`config.mk`:
```
export PLATFORM = sky130hd
export DESIGN_NAME = adsr_envelope_flat
export DESIGN_NICKNAME = d
export VERILOG_FILES = /design/src/rtl/adsr_envelope_if.sv /design/src/rtl/adsr_envelope.sv /design/src/flat_wrapper.sv
export SDC_FILE = /design/constraint.sdc
export NUM_CORES = 1
export LEC_CHECK = 0
export ABC_AREA = 1
export BUFFER_PORTS_ARGS = -buffer_cell sky130_fd_sc_hd__buf_2
export CAP_MARGIN = 20
export CORE_MARGIN = 2
export CORE_UTILIZATION = 35
export CTS_BUF_LIST = sky130_fd_sc_hd__clkbuf_16
export DETAILED_ROUTE_END_ITERATION = 7
export PLACE_DENSITY = 0.51
export SLEW_MARGIN = 25
export SYNTH_ARGS = -nofsm -noshare
export SYNTH_HDL_FRONTEND = slang
export SYNTH_SLANG_ARGS = --single-unit
```
`constraint.sdc`:
```
create_clock -name clk -period 3.4 [get_ports clk]
set_clock_uncertainty 0.1 [all_clocks]
set_input_delay 0.17 -clock clk [delete_from_list [all_inputs] [get_ports clk]]
set_output_delay 0.17 -clock clk [all_outputs]
set_load 0.01 [all_outputs]
```
`src/rtl/adsr_envelope_if.sv`:
```
// Control, configuration and envelope output bundle for adsr_envelope.
// en/start/stop are single-cycle strobes sampled on every clk; there is no backpressure.
interface adsr_envelope_if #(
  parameter int ACC_WIDTH = 32,
  parameter int ENV_WIDTH = 16
);
  logic                 en;
  logic                 start;
  logic                 stop;
  logic [ACC_WIDTH-1:0] attack_step;
  logic [ACC_WIDTH-1:0] decay_step;
  logic [ACC_WIDTH-1:0] sustain_level;
  logic [31:0]          sustain_time;
  logic [ACC_WIDTH-1:0] release_step;
  logic [ENV_WIDTH-1:0] env;
  logic                 busy;
  logic                 done_tick;
  logic [2:0]           state_dbg;

  modport master (
    output en, start, stop, attack_step, decay_step, sustain_level,
           sustain_time, release_step,
    input  env, busy, done_tick, state_dbg
  );

  modport slave (
    input  en, start, stop, attack_step, decay_step, sustain_level,
           sustain_time, release_step,
    output env, busy, done_tick, state_dbg
  );
endinterface

```
`src/rtl/adsr_envelope.sv`:
```
// ADSR amplitude envelope generator feeding the DDFS Q2.14 envelope input.
// One amplitude step per en tick; start/stop act on every clk.
module adsr_envelope #(
  parameter int ACC_WIDTH = 32,
  parameter int ENV_WIDTH = 16
) (
  input  logic            clk,
  input  logic            reset_n,
  adsr_envelope_if.slave  bus
);

  typedef enum logic [2:0] {
    ST_IDLE    = 3'd0,
    ST_ATTACK  = 3'd1,
    ST_DECAY   = 3'd2,
    ST_SUSTAIN = 3'd3,
    ST_RELEASE = 3'd4
  } state_t;

  localparam logic [ACC_WIDTH-1:0] ACC_MAX = {2'b01, {(ACC_WIDTH-2){1'b0}}};

  state_t               state;
  logic [ACC_WIDTH-1:0] acc;
  logic [31:0]          sus_cnt;
  logic                 busy_q;
  logic                 done_q;

  logic [ACC_WIDTH-1:0] sl;
  logic [ACC_WIDTH:0]   attack_sum;
  logic [ACC_WIDTH:0]   decay_floor;

  // One extra bit on the sums keeps the compares exact even for huge step values.
  assign sl          = (bus.sustain_level > ACC_MAX) ? ACC_MAX : bus.sustain_level;
  assign attack_sum  = {1'b0, acc} + {1'b0, bus.attack_step};
  assign decay_floor = {1'b0, sl} + {1'b0, bus.decay_step};

  always_ff @(posedge clk or negedge reset_n) begin
    if (!reset_n) begin
      state   <= ST_IDLE;
      acc     <= '0;
      sus_cnt <= '0;
      busy_q  <= 1'b0;
      done_q  <= 1'b0;
    end else begin
      done_q <= 1'b0;
      if (bus.start) begin
        // Retrigger keeps acc so the new attack starts from the current level.
        state  <= ST_ATTACK;
        busy_q <= 1'b1;
      end else if (bus.stop && (state == ST_ATTACK || state == ST_DECAY ||
                                state == ST_SUSTAIN)) begin
        state <= ST_RELEASE;
      end else if (bus.en) begin
        case (state)
          ST_ATTACK: begin
            if (bus.attack_step == '0 || attack_sum >= {1'b0, ACC_MAX}) begin
              acc   <= ACC_MAX;
              state <= ST_DECAY;
            end else begin
              acc <= attack_sum[ACC_WIDTH-1:0];
            end
          end
          ST_DECAY: begin
            if (bus.decay_step == '0 || {1'b0, acc} <= decay_floor) begin
              acc     <= sl;
              sus_cnt <= bus.sustain_time;
              state   <= ST_SUSTAIN;
            end else begin
              acc <= acc - bus.decay_step;
            end
          end
          ST_SUSTAIN: begin
            // An all-ones count never decrements, so it means hold until stop.
            if (sus_cnt != '1) begin
              if (sus_cnt == '0) state <= ST_RELEASE;
              else               sus_cnt <= sus_cnt - 32'd1;
            end
          end
          ST_RELEASE: begin
            if (bus.release_step == '0 || acc <= bus.release_step) begin
              acc    <= '0;
              state  <= ST_IDLE;
              busy_q <= 1'b0;
              done_q <= 1'b1;
            end else begin
              acc <= acc - bus.release_step;
            end
          end
          ST_IDLE: ;
          default: begin
            state  <= ST_IDLE;
            busy_q <= 1'b0;
          end
        endcase
      end
    end
  end

  assign bus.env       = acc[ACC_WIDTH-1 -: ENV_WIDTH];
  assign bus.busy      = busy_q;
  assign bus.done_tick = done_q;
  assign bus.state_dbg = state;

endmodule

```
`src/flat_wrapper.sv`:
```
// flat-port wrapper written by rule: the top's interface ports become plain ports
module adsr_envelope_flat 
#(
  parameter int ACC_WIDTH = 32,
  parameter int ENV_WIDTH = 16
)
  (clk, reset_n, bus_en, bus_start, bus_stop, bus_attack_step, bus_decay_step, bus_sustain_level, bus_sustain_time, bus_release_step, bus_env, bus_busy, bus_done_tick, bus_state_dbg);
  adsr_envelope_if #(.ACC_WIDTH(ACC_WIDTH), .ENV_WIDTH(ENV_WIDTH)) bus_i ();
  input  logic clk;
  input  logic reset_n;
  input wire logic [$bits(bus_i.en)-1:0] bus_en;
  input wire logic [$bits(bus_i.start)-1:0] bus_start;
  input wire logic [$bits(bus_i.stop)-1:0] bus_stop;
  input wire logic [$bits(bus_i.attack_step)-1:0] bus_attack_step;
  input wire logic [$bits(bus_i.decay_step)-1:0] bus_decay_step;
  input wire logic [$bits(bus_i.sustain_level)-1:0] bus_sustain_level;
  input wire logic [$bits(bus_i.sustain_time)-1:0] bus_sustain_time;
  input wire logic [$bits(bus_i.release_step)-1:0] bus_release_step;
  output wire logic [$bits(bus_i.env)-1:0] bus_env;
  output wire logic [$bits(bus_i.busy)-1:0] bus_busy;
  output wire logic [$bits(bus_i.done_tick)-1:0] bus_done_tick;
  output wire logic [$bits(bus_i.state_dbg)-1:0] bus_state_dbg;
  assign bus_i.en = bus_en;
  assign bus_i.start = bus_start;
  assign bus_i.stop = bus_stop;
  assign bus_i.attack_step = bus_attack_step;
  assign bus_i.decay_step = bus_decay_step;
  assign bus_i.sustain_level = bus_sustain_level;
  assign bus_i.sustain_time = bus_sustain_time;
  assign bus_i.release_step = bus_release_step;
  assign bus_env = bus_i.env;
  assign bus_busy = bus_i.busy;
  assign bus_done_tick = bus_i.done_tick;
  assign bus_state_dbg = bus_i.state_dbg;
  adsr_envelope #(.ACC_WIDTH(ACC_WIDTH), .ENV_WIDTH(ENV_WIDTH)) u_core (.clk(clk), .reset_n(reset_n), .bus(bus_i));
endmodule
```
* Word level (Yosys, flattened, before mapping)
Cells that the tools add are included.
** Operators by class
- Reductions and logical operators :: 20
- Muxes and demuxes :: 28
- $add $sub $neg :: 5
- Eq/ne operators :: 17
- Magnitude comparators :: 4
- Bitwise gates (word level) :: 2
** Operator list (count)
- 32-bit two-way mux :: 7
- 32-bit logical NOT :: 4
- 32-bit case mux with 3 select lines :: 1
- 32-bit by 32-bit adder with 33-bit output :: 2
- 32-bit case mux with 2 select lines :: 1
- 32-bit subtractor :: 2
- 33-bit by 31-bit >= comparator with 1-bit output, second input constant :: 1
- 32-bit by 33-bit less-or-equal comparator with 1-bit output :: 1
- 32-bit by 31-bit > comparator with 1-bit output, second input constant :: 1
- 32-bit less-or-equal comparator :: 1
- 32-bit != test, second input constant :: 1
- 32-bit by 1-bit subtractor with 32-bit output, second input constant :: 1
- 3-bit two-way mux :: 8
- 4-bit != test, second input constant :: 4
- 3-bit case mux with 5 select lines :: 1
- 7-bit AND reduction :: 2
- 1-bit two-way mux :: 9
- 2-bit != test, second input constant :: 4
- 4-bit AND reduction :: 2
- 3-bit by 2-bit == test with 1-bit output, second input constant :: 2
- 3-bit by 2-bit != test with 1-bit output, second input constant :: 2
- 3-bit nonzero test :: 2
- 1-bit logical OR :: 5
- 4-bit by 2-bit != test with 1-bit output, second input constant :: 1
- other kinds (9) :: 11
** Storage, ports and cells
- Flip-flop bits (word level) :: 69
- Output and inout bits :: 21
- Input port bits :: 165
- Word-level logic and storage cells :: 81

* Depth between registers and ports, before layout
Gate-level depths: netlist (run 1).
- Depth after elaboration :: 10
- Depth in mapped cells :: 38
- Depth with buffers taken out :: 37

* Least setup slack after synthesis (run 1)
OpenSTA, ideal clock, no wires.
- Kind :: input to register
- From :: in bus_sustain_level[26]
- To :: reg u_core.acc[1]
- Stages :: 37
- Arrival time :: 4.552 ns
- Setup slack :: -1.365 ns
- Data required time :: 3.187 ns
- Path buffers :: 3
- Setup time :: 0.113 ns
- Path through :: nor2_1 > nand3_1 > or3_1 > nor4_1 > nand3_1 > nand2_1 > buf_2 > nand2_1 > inv_1 > ha_1 > a21oi_1 > nand2_1 > a21boi_0 > o21ai_1 > a21oi_1 > inv_1 > nand2_1 > nand2_1 > a21oi_1 > o21ai_1 > xnor2_1 > ha_1 > nand4_1 > a31oi_1 > nor2_1 > nand2_1 > nand2_1 > nand2_1 > nand2_1 > nand2_2 > buf_4 > buf_6 > nand3b_1 > nand3_1 > nand3_1 > nand2_1 > inv_1
** Between the ends
- Cells in the longest elaborated chain, start to end :: 7
** RTL lines
- start: declaration :: RTL line flat_wrapper.sv:16 : input wire logic [$bits(bus_i.sustain_level)-1:0] bus_sustain_level;
- 32-bit by 31-bit > comparator with 1-bit output :: RTL line adsr_envelope.sv:33 : assign sl = (bus.sustain_level > ACC_MAX) ? ACC_MAX : bus.sustain_level;
- 32-bit two-way mux * :: RTL line adsr_envelope.sv:33
- 32-bit by 32-bit adder with 33-bit output :: RTL line adsr_envelope.sv:35 : assign decay_floor = {1'b0, sl} + {1'b0, bus.decay_step};
- 32-bit by 33-bit less-or-equal comparator with 1-bit output :: RTL line adsr_envelope.sv:64 : if (bus.decay_step == '0 || {1'b0, acc} <= decay_floor) begin
- 1-bit logical OR :: RTL line adsr_envelope.sv:64
- 32-bit two-way mux * :: RTL line adsr_envelope.sv:64
- 32-bit case mux with 3 select lines * :: RTL line adsr_envelope.sv:54 : case (state)
- end signal: assignment :: RTL line adsr_envelope.sv:60 : acc <= attack_sum[ACC_WIDTH-1:0];
- end signal: assignment :: RTL line adsr_envelope.sv:65 : acc <= sl;
- end signal: assignment :: RTL line adsr_envelope.sv:69 : acc <= acc - bus.decay_step;
- end: declaration :: RTL line adsr_envelope.sv:23 : logic [ACC_WIDTH-1:0] acc;
Every way passes the cells marked *; elsewhere a longest branch is shown, timed or not.
A chain may end at the register's enable or synchronous reset.

* Worst setup path in the final report (run 1)
- From :: in bus_sustain_level[26]
- To :: reg u_core.acc[0]
Same word-level chain as after synthesis.

==> results of run 1 <==
## worst min-delay path, delay by kind of cell
kind / cells / cell delay (ps)
AO/OA/AOI/OAI: 2 / 190
buffers and inverters: 1 / 80
## repair_timing
item                                    in CTS  in global routing
gates resized for setup                     73                 52
endpoints found under the setup margin      67                 67
cloned                                       2                  3
pin swaps                                   13                 15
hold buffers                                 2                  0
endpoints found under the hold margin       27                  0
buffers inserted                             9                  6
## synthesized netlist by cell type (15+ instances only)
master / number / area, sq um
nand2_1: 533 / 2000
inv_1: 304 / 1140
nor2_1: 205 / 769
a21oi_1: 186 / 931
nand3_1: 184 / 921
ha_1: 162 / 2030
o21ai_0: 107 / 536
dfrtp_1: 69 / 1730
xor2_1: 61 / 534
xnor2_1: 53 / 464
nand4_1: 48 / 300
nor3_1: 42 / 210
or2_2: 31 / 194
nor4_1: 26 / 163
a21o_1: 24 / 180
buf_4: 23 / 173
a31oi_1: 19 / 119
clkbuf_1: 17 / 63.8
nand2_2: 16 / 100
nand3b_1: 15 / 113
## flip-flops by register name (all words and copies together), names as in the netlist
signal                flops
u_core.acc               32
u_core.bus.busy           1
u_core.bus.done_tick      1
u_core.bus.state_dbg      3
u_core.sus_cnt           32
## per-layer routing
layer	track usage	vias up	wire [um]	part of all wire
met5	0	-	0	0
met4	0.0746	0	1440	0.025
met3	0.0153	66	2940	0.051
met2	0.446	428	25600	0.45
met1	0.400	7554	27500	0.48
li1	-	8355	-	-
## through the flow
stage	cells	hold WS (ps)	cell area [sq um]	setup WS [ps]	setup TNS (ps)
3_5_place_dp	3156	369	17000	-1800	-114470
5_1_grt	3193	20.8	18100	-1550	-100970
4_1_cts	3184	0.956	17800	-1170	-75040
6_report	3193	15.2	18100	-1270	-80230
2_1_floorplan	2259	-226	13900	-903	-57440
3_3_place_gp	3156	361	17000	-1760	-113190
## cells by family after synthesis
logic type      after synthesis  synth area share
compound gates              417             0.175
xor+xnor                    114            0.0726
fa+ha+maj                   166             0.153
buf+inv                     369             0.112
flops                        69             0.126
mux                           2           0.00146
other cells                   1          0.000273
simple gates               1121             0.360
## power by group through the flow
stage	clock network [W]	logic [W]	registers (W)
after floorplan	0	0.00720	0.00168
after global placement	0	0.0102	0.00204
after detailed placement	0	0.0102	0.00204
after CTS	0.000986	0.0104	0.00203
after global routing	0.00102	0.0119	0.00213
final	0.000955	0.0107	0.00207
## worst max-delay path by stage
stage,startpoint,to,cells past startpoint
6_report,bus_sustain_level[26],u_core.acc[0],34
5_1_grt,bus_sustain_level[26],u_core.sus_cnt[7],36
4_1_cts,bus_sustain_level[26],u_core.acc[8],36
3_5_place_dp,bus_sustain_level[26],u_core.acc[19],35
3_3_place_gp,bus_sustain_level[26],u_core.acc[25],34
2_1_floorplan,bus_sustain_level[26],u_core.sus_cnt[23],36
## cell type report
class	count	area share
Sequential cell	69	0.0954
Multi-Input combinational cell	1821	0.609
Clock buffer	9	0.0124
Timing Repair Buffer	457	0.179
Clock inverter	6	0.00359
Tap cell	518	0.0358
Inverter	313	0.0653
==> results by group, run 1 <==
STA
  – Worst setup margin: -1270 ps
  – Final Hold Viols: 0
  – RSZ-0062 raised after global routing: true
  – Max Fclk: 214 MHz
  – Final min period: 4670 ps
  – Slew @ Worst Pin: 700 ps
  – Slew HR: 0.533
  – Final Cycle Share: 1.37
  – Final setup vio count: 67
  – Slew Viols, Final: 0

Synthesis
  – Synthesized area: 13,800 sq um
  – Number of flops mapped to enable cells by yosys: 0
  – #FFs+latches synth: 69
  – Ys async rst share: 1.00
  – Synth unique cells: 54
  – Register area share after synthesis: 0.126
  – Synth warnings: 0
  – Synth Flop Type: dfrtp_1
  – Syn Inst Count: 2,259
  – Avg Cell Area, Syn: 6.09 sq um
  – Synth Net Count: 2,590

Detailed routing
  – Vias per inst: 5.14
  – ANT nets after route: 0
  – Via count: 16,400
  – First-pass DRT Iterations: 5
  – Final wirelength: 57,500 um
  – DRC viols: 0
  – WL/cell: 18.0 um
  – Starting DRC count in detailed routing: 883

Power
  – P_leak: 9.52 nW
  – Pwr Total: 0.0137 W
  – Logic gate share of total power: 0.779
  – PwrDens: 756 nW/um^2
  – Internal Dissipation: 0.00590 W
  – Psw: 0.00779 W
  – Sequential Power Share: 0.151
  – Sw Ratio: 0.569
  – Clk network pwr share: 0.070
  – Peak VDD IR: 0.304 mV

Worst setup path
  – Critical Path RT: 3540 ps
  – Slowest stage cell, crit path: or3_1
  – WS Path Type: in -> reg
  – Crit Path Max Fanout: 9
  – R2R Path End: u_core.acc[9]
  – Register-to-Register Path Depth: 18
  – CP Launch Type: input pin
  – Register-to-register setup slack: 200 ps
  – CP max stage delay: 320 ps
  – Critical Path AT: 4810 ps
  – Setup crit end kind: register
  – Reg2reg start: u_core.acc[0]
  – Largest delay share family, worst path: simple AND/OR/NAND/NOR gates
  – WP buf/inv: 6
  – Crit-path most repeated cell: nand2_1

Clock tree
  – CTS tree: yes
  – Root Buffer Master: clkbuf_16
  – Clock buffer depth: 2
  – Clock Latency Late Sink: 360 ps
  – CTS buffer count: 9
  – Clock sink count: 69
  – H-tree level count: 3
  – Clock-pin slew on the worst setup and hold paths: 70 ps

Global routing
  – Grt ovf: 0
  – GR Util All Layers: 0.277
  – Vias in the first global route: 15,900
  – First-pass GRT wire length: 88,500 um
  – Initial antenna violation count: 0
  – Pin count of the biggest net entering global routing: 70

Die
  – I/O pin cnt: 186
  – Die area: 40,900 sq um
  – # rows: 72
  – Initial Utilization: 0.355
  – Die width: 202 um
  – Core ar.: 38,700 sq um
  – Die H: 202 um

Run status
  – Failing checks: setup timing
  – Status: finished with violations

Layout
  – Share of cells above drive strength 1: 0.249
  – Layout Utilization: 0.467
  – Most common cell after layout, fill and taps aside: nand2_1
  – Nets: 3,002
  – Most frequent cells in the layout: nand2_1 (500), inv_1 (297), buf_4 (247), nor2_1 (202), buf_2 (183)
  – # fillers: 4,172
  – Footprint of the multi-input gates: 11,000 sq um
  – Antenna diodes: 0
  – FF/Latch Area: 1730 sq um
  – Layout area overhead: 31.6%

Placement
  – HPWL after DPL: 49,000 um
  – # port buffers: 185
  – RePlAce Congestion: 0.941

Flow run
  – Max Cap Viol: 0

Worst hold path
  – HP Class: in -> reg
  – Hold-critical path endpoint: u_core.sus_cnt[3]
  – Hold Path Depth: 3
  – HP Start: bus_sustain_time[3]
Power figures use the tool's default switching activity.
==> inputs of run 2 (changes only) <==
--- a/config.mk
+++ b/config.mk
@@ -13,6 +13,7 @@
 export CTS_BUF_LIST = sky130_fd_sc_hd__clkbuf_16
 export DETAILED_ROUTE_END_ITERATION = 7
 export PLACE_DENSITY = 0.51
+export SETUP_SLACK_MARGIN = 0.5
 export SLEW_MARGIN = 25
 export SYNTH_ARGS = -nofsm -noshare
 export SYNTH_HDL_FRONTEND = slang
==> run 2 against run 1 <==
The run still ends with setup timing left. Sequential power about the same. Flip-flop and latch count unchanged. Register-to-register slack about the same. Critical endpoint unchanged.
==> results by group, run 2 (synthesis gave the netlist of run 1 again) <==
Global routing
  – First-pass GRT wire length: 88,500 um (unchanged)
  – Grt ovf: 0 (unchanged)
  – GR Util All Layers: 0.277 (unchanged)
  – Initial antenna violation count: 0 (unchanged)
  – Pin count of the biggest net entering global routing: 70 (unchanged)
  – Vias in the first global route: 15,900 (unchanged)

Layout
  – Nets: 3,002 (unchanged)
  – # fillers: 4,171 (was 4,172)
  – Layout area overhead: 31.6% (about the same)
  – Share of cells above drive strength 1: 0.249 (about the same)
  – FF/Latch Area: 1730 sq um (unchanged)
  – Footprint of the multi-input gates: 11,000 sq um (about the same)
  – Most frequent cells in the layout: nand2_1 (500), inv_1 (297), buf_4 (247), nor2_1 (202), buf_2 (183) (unchanged)
  – Non-filler instance count after layout: 3,193 (unchanged)
  – Most common cell after layout, fill and taps aside: nand2_1 (unchanged)
  – Antenna diodes: 0 (unchanged)

Worst setup path
  – Register-to-register setup slack: 200 ps (about the same)
  – WS Path Type: in -> reg (unchanged)
  – Reg2reg start: u_core.acc[0] (unchanged)
  – CP Launch Type: input pin (unchanged)
  – Crit-path most repeated cell: nand2_1 (unchanged)
  – WP buf/inv: 6 (unchanged)
  – Critical Path RT: 3540 ps (about the same)
  – Register-to-Register Path Depth: 18 (unchanged)
  – Number of cells on the critical path: 34 (unchanged)
  – Largest delay share family, worst path: simple AND/OR/NAND/NOR gates (unchanged)
  – R2R Path End: u_core.acc[9] (unchanged)
  – Crit Path Max Fanout: 9 (unchanged)
  – Critical Path AT: 4810 ps (about the same)
  – Slowest stage cell, crit path: or3_1 (unchanged)
  – CP max stage delay: 320 ps (about the same)
  – Setup crit end kind: register (unchanged)

Worst hold path
  – HP Start: bus_sustain_time[3] (unchanged)
  – Hold-critical path endpoint: u_core.sus_cnt[3] (unchanged)
  – Hold Path Depth: 3 (unchanged)
  – HP Class: in -> reg (unchanged)

Detailed routing
  – WL/cell: 18.0 um (about the same)
  – DRC viols: 0 (unchanged)
  – Via count: 16,400 (about the same)
  – Final wirelength: 57,400 um (was 57,500 um)
  – Vias per inst: 5.13 (was 5.14)
  – ANT nets after route: 0 (unchanged)
  – First-pass DRT Iterations: 5 (unchanged)
  – Starting DRC count in detailed routing: 887 (was 883)

Power
  – P_leak: 9.52 nW (about the same)
  – PwrDens: 756 nW/um^2 (about the same)
  – Peak VDD IR: 0.306 mV (was 0.304 mV)

Die
  – Die H: 202 um (unchanged)
  – Core ar.: 38,700 sq um (unchanged)
  – Die area: 40,900 sq um (unchanged)
  – Initial Utilization: 0.355 (unchanged)
  – Die width: 202 um (unchanged)
  – I/O pin cnt: 186 (unchanged)
  – # rows: 72 (unchanged)

STA
  – Max Fclk: 214 MHz (about the same)
  – Slew Viols, Final: 0 (unchanged)
  – Final Cycle Share: 1.37 (about the same)
  – RSZ-0062 raised after global routing: true (unchanged)
  – Post-route setup TNS: -80,180 ps (was -80,230 ps)
  – Final Hold Viols: 0 (unchanged)
  – Worst setup margin: -1270 ps (about the same)
  – Slew HR: 0.534 (was 0.533)
  – Slew @ Worst Pin: 700 ps (about the same)
  – Final setup vio count: 67 (unchanged)
  – Final min period: 4670 ps (about the same)

Run status
  – Status: finished with violations (unchanged)
  – Failing checks: setup timing (unchanged)

Clock tree
  – Clock buffer depth: 2 (unchanged)
  – CTS tree: yes (unchanged)
  – Clock Latency Late Sink: 360 ps (about the same)
  – Clock sink count: 69 (unchanged)
  – Root Buffer Master: clkbuf_16 (unchanged)
  – CTS buffer count: 9 (unchanged)
  – Clock-pin slew on the worst setup and hold paths: 70 ps (about the same)
  – H-tree level count: 3 (unchanged)

Placement
  – Cells after DPL: 3,156 (unchanged)
  – RePlAce Congestion: 0.941 (unchanged)
  – Pre-CTS setup slack: -1800 ps (unchanged)
  – # port buffers: 185 (unchanged)
  – HPWL after DPL: 49,000 um (unchanged)

Flow run
  – Max Cap Viol: 0 (unchanged)
==> run 2: cell type report <==
class	count	share of cell area
Clock buffer	9	0.0124
Clock inverter	6	0.00359
Inverter	313	0.0653
Multi-Input combinational cell	1821	0.609
Sequential cell	69	0.0954
Tap cell	518	0.0358
Timing Repair Buffer	457	0.179
==> run 2: worst max-delay path by stage <==
stage	endpoint	start	slack, ps
detailed placement	u_core.acc[19]	bus_sustain_level[26]	-1800
finish	u_core.acc[0]	bus_sustain_level[26]	-1270
global placement	u_core.acc[25]	bus_sustain_level[26]	-1760
CTS	u_core.acc[8]	bus_sustain_level[26]	-1170
global route	u_core.sus_cnt[7]	bus_sustain_level[26]	-1550
floorplan	u_core.sus_cnt[23]	bus_sustain_level[26]	-900
==> run 2: tightest hold or removal path: stages <==
cell and delay (ps):
buf_2 80, o21ai_0 70, o21ai_1 120
==> run 2: metrics by stage <==
step / cell area [sq um] / total power, W / hold WS [ps] / utilization
after floorplan: 13900 / 0.00888 / -226 / -
after global placement: 17000 / 0.0122 / 361 / 0.440
after detailed placement: 17000 / 0.0122 / 369 / 0.440
after CTS: 17800 / 0.0134 / 0.956 / 0.459
after global routing: 18100 / 0.0150 / 20.8 / 0.467
final: 18100 / 0.0137 / 15.0 / 0.467
==> run 2: layer usage <==
metal,part of all wire,up-vias,global-route usage
met1,0.48,7547,0.400
met3,0.050,66,0.0153
met2,0.45,420,0.446
met4,0.025,0,0.0746
met5,0,-,0
li1,-,8354,-
==> run 2: power breakdown <==
part           internal, W  switching (W)
registers          0.00121       0.000858
logic              0.00413        0.00653
clock network     0.000564       0.000392
total              0.00591        0.00778
==> run 2: what timing repair did <==
item,CTS,global route
setup endpoints to repair,67,68
gates cloned,2,3
buffers inserted,9,6
hold buffers,2,0
pin swaps,13,15
endpoints found under the hold margin,27,0
resized for setup,73,53
==> inputs of run 3 (changes only) <==
--- a/config.mk
+++ b/config.mk
@@ -9,11 +9,12 @@
 export BUFFER_PORTS_ARGS = -buffer_cell sky130_fd_sc_hd__buf_2
 export CAP_MARGIN = 20
 export CORE_MARGIN = 2
-export CORE_UTILIZATION = 35
+export CORE_UTILIZATION = 40
 export CTS_BUF_LIST = sky130_fd_sc_hd__clkbuf_16
 export DETAILED_ROUTE_END_ITERATION = 7
-export PLACE_DENSITY = 0.51
-export SETUP_SLACK_MARGIN = 0.5
+export PLACE_DENSITY = 0.57
+export SETUP_SLACK_MARGIN = 0.2
+export SKIP_LAST_GASP = 1
 export SLEW_MARGIN = 25
 export SYNTH_ARGS = -nofsm -noshare
 export SYNTH_HDL_FRONTEND = slang
==> run 3 against run 2 <==
The run still ends with setup timing left. Sequential share of layout area fell by 0.53 points. Fmax down 1.8%. First-iteration DRC count grew 32%. Via count is 3.2% higher. Global-route usage rose by 4.2 points. Cell count down 1.2%. Count of clock-buffer cells in the layout unchanged. Die area fell by 12%. Sequential power about the same. Power increased by 7.5%. Critical path type unchanged. Critical endpoint is now u_core.acc[5]. Largest cell class unchanged. Largest power group unchanged.
==> results by group, run 3 (synthesis gave the netlist of run 1 again) <==
STA
  – Slew @ Worst Pin: 799 ps (was 700 ps)
  – Final Cycle Share: 1.40 (was 1.37)
  – Slew Viols, Final: 0 (unchanged)
  – Worst setup margin: -1360 ps (was -1270 ps)
  – Slew HR: 0.462 (was 0.534)
  – Final min period: 4760 ps (was 4670 ps)
  – Final Hold Viols: 0 (unchanged)
  – Post-route setup TNS: -85,330 ps (was -80,180 ps)
  – Final setup vio count: 67 (unchanged)
  – RSZ-0062 raised after global routing: true (unchanged)
  – Max Fclk: 210 MHz (was 214 MHz)

Global routing
  – Grt ovf: 0 (unchanged)
  – Pin count of the biggest net entering global routing: 46 (was 70)
  – Vias in the first global route: 16,400 (was 15,900)
  – Initial antenna violation count: 0 (unchanged)
  – GR Util All Layers: 0.319 (was 0.277)
  – First-pass GRT wire length: 89,000 um (was 88,500 um)

Power
  – P_leak: 9.80 nW (was 9.52 nW)
  – Pwr Total: 0.0147 W (was 0.0137 W)
  – PwrDens: 768 nW/um^2 (was 756 nW/um^2)
  – Peak VDD IR: 0.381 mV (was 0.306 mV)

Detailed routing
  – DRC viols: 0 (unchanged)
  – ANT nets after route: 0 (unchanged)
  – WL/cell: 18.6 um (was 18.0 um)
  – First-pass DRT Iterations: 6 (was 5)
  – Via count: 16,900 (was 16,400)
  – Final wirelength: 58,500 um (was 57,400 um)
  – Vias per inst: 5.36 (was 5.13)
  – Starting DRC count in detailed routing: 1,172 (was 887)

Clock tree
  – CTS buffer count: 9 (unchanged)
  – Root Buffer Master: clkbuf_16 (unchanged)
  – Clock Latency Late Sink: 350 ps (was 360 ps)
  – Clock sink count: 69 (unchanged)
  – Clock-pin slew on the worst setup and hold paths: 70 ps (about the same)
  – CTS tree: yes (unchanged)
  – H-tree level count: 3 (unchanged)
  – Clock buffer depth: 2 (unchanged)

Worst setup path
  – Critical Path AT: 4890 ps (was 4810 ps)
  – Setup crit end kind: register (unchanged)
  – Slowest stage cell, crit path: or3_4 (was or3_1)
  – Register-to-register setup slack: 180 ps (was 200 ps)
  – Register-to-Register Path Depth: 22 (was 18)
  – Critical Path RT: 3530 ps (was 3540 ps)
  – R2R Path End: u_core.acc[2] (was u_core.acc[9])
  – Crit Path Max Fanout: 6 (was 9)
  – WS Path Type: in -> reg (unchanged)
  – CP Launch Type: input pin (unchanged)
  – CP max stage delay: 330 ps (was 320 ps)
  – Reg2reg start: u_core.acc[0] (unchanged)

Worst hold path
  – HP Class: in -> reg (unchanged)
  – Hold-critical path endpoint: u_core.sus_cnt[20] (was u_core.sus_cnt[3])
  – Hold Path Depth: 5 (was 3)
  – HP Start: bus_sustain_time[20] (was bus_sustain_time[3])

Layout
  – Footprint of the multi-input gates: 11,800 sq um (was 11,000 sq um)
  – Layout Utilization: 0.569 (was 0.467)
  – Antenna diodes: 0 (unchanged)
  – Most common cell after layout, fill and taps aside: nand2_1 (unchanged)
  – Layout area overhead: 39.3% (was 31.6%)
  – FF/Latch Area: 1730 sq um (unchanged)
  – Share of cells above drive strength 1: 0.300 (was 0.249)
  – Most frequent cells in the layout: nand2_1 (468), inv_1 (288), buf_4 (268), nor2_1 (198), buf_2 (182) (was nand2_1 (500), inv_1 (297), buf_4 (247), nor2_1 (202), buf_2 (183))
  – Nets: 3,034 (was 3,002)
  – Non-filler instance count after layout: 3,155 (was 3,193)
  – # fillers: 3,385 (was 4,171)

Die
  – Die H: 189 um (was 202 um)
  – Die width: 189 um (was 202 um)
  – Core ar.: 33,700 sq um (was 38,700 sq um)
  – I/O pin cnt: 186 (unchanged)
  – # rows: 67 (was 72)
  – Die area: 35,900 sq um (was 40,900 sq um)
  – Initial Utilization: 0.408 (was 0.355)

Placement
  – # port buffers: 185 (unchanged)
  – HPWL after DPL: 48,400 um (was 49,000 um)
  – Pre-CTS setup slack: -1770 ps (was -1800 ps)
  – Cells after DPL: 3,100 (was 3,156)
  – RePlAce Congestion: 0.991 (was 0.941)

Run status
  – Failing checks: setup timing (unchanged)
  – Status: finished with violations (unchanged)

Flow run
  – Max Cap Viol: 0 (unchanged)
## run 3: cell count changes in the layout (fill, tap and decap cells not counted), sizes merged
| cell | delta |
|---|---|
| buf | +32 |
| bufbuf | +2 |
| dlygate4sd3 | -1 |
| clkbuf | -1 |
## run 3: critical path: cells and delay by family
family                   cells  cell delay [ps]
AO/OA/AOI/OAI                6              760
AND/OR/NAND/NOR             20             2030
buffers and inverters       10             1090
XOR/XNOR                     1              170
adder cells (fa/ha/maj)      3              640
## run 3: per-stage QoR
stage	hold slack (ps)	cell area [sq um]
floorplan	-226	13900
global placement	120	17100
detailed placement	121	17100
CTS	5.31	18300
global route	35.8	19200
finish	11.1	19200
## run 3: how the worst max path moves through the flow
stage,from,to,slack (ps),cells past startpoint
2_1_floorplan,bus_sustain_level[26],u_core.sus_cnt[23],-900,36
3_3_place_gp,bus_sustain_level[26],u_core.bus.state_dbg[2],-1630,34
4_1_cts,bus_sustain_level[26],u_core.sus_cnt[3],-1160,37
5_1_grt,bus_sustain_level[26],u_core.acc[18],-1570,40
6_report,bus_sustain_level[26],u_core.acc[5],-1360,40
3_5_place_dp,bus_sustain_level[26],u_core.bus.state_dbg[2],-1770,34
## run 3: where the power goes
| part | leakage, nW | internal [W] | switching [W] | total (W) |
|---|---|---|---|---|
| Clock | 0.141 | 0.000563 | 0.000366 | 0.000929 |
| Sequential | 0.831 | 0.00122 | 0.000821 | 0.00204 |
| Combinational | 8.83 | 0.00463 | 0.00712 | 0.0118 |
| Total | 9.80 | 0.00641 | 0.00831 | 0.0147 |
## run 3: final cells by class
cell class,instances,area share
Sequential cell,69,0.0901
Multi-Input combinational cell,1821,0.615
Clock buffer,9,0.0118
Inverter,313,0.0618
Tap cell,448,0.0293
Clock inverter,6,0.00340
Timing Repair Buffer,489,0.189
## run 3: layer usage
layer  global-route usage  routed length [um]  part of all wire
met4                0.102                2060             0.035
met1                0.447               27100              0.46
met5                    0                   0                 0
met2                0.518               25900              0.44
met3               0.0248                3450             0.059
## run 3: timing repair
item                                    4_1_cts  5_1_grt
buffers inserted                             20        9
endpoints found under the hold margin        43        0
pin swaps                                    26       71
endpoints found under the setup margin       67       67
resized for setup                           130      163
cloned                                        8        2
hold buffers                                  1        0
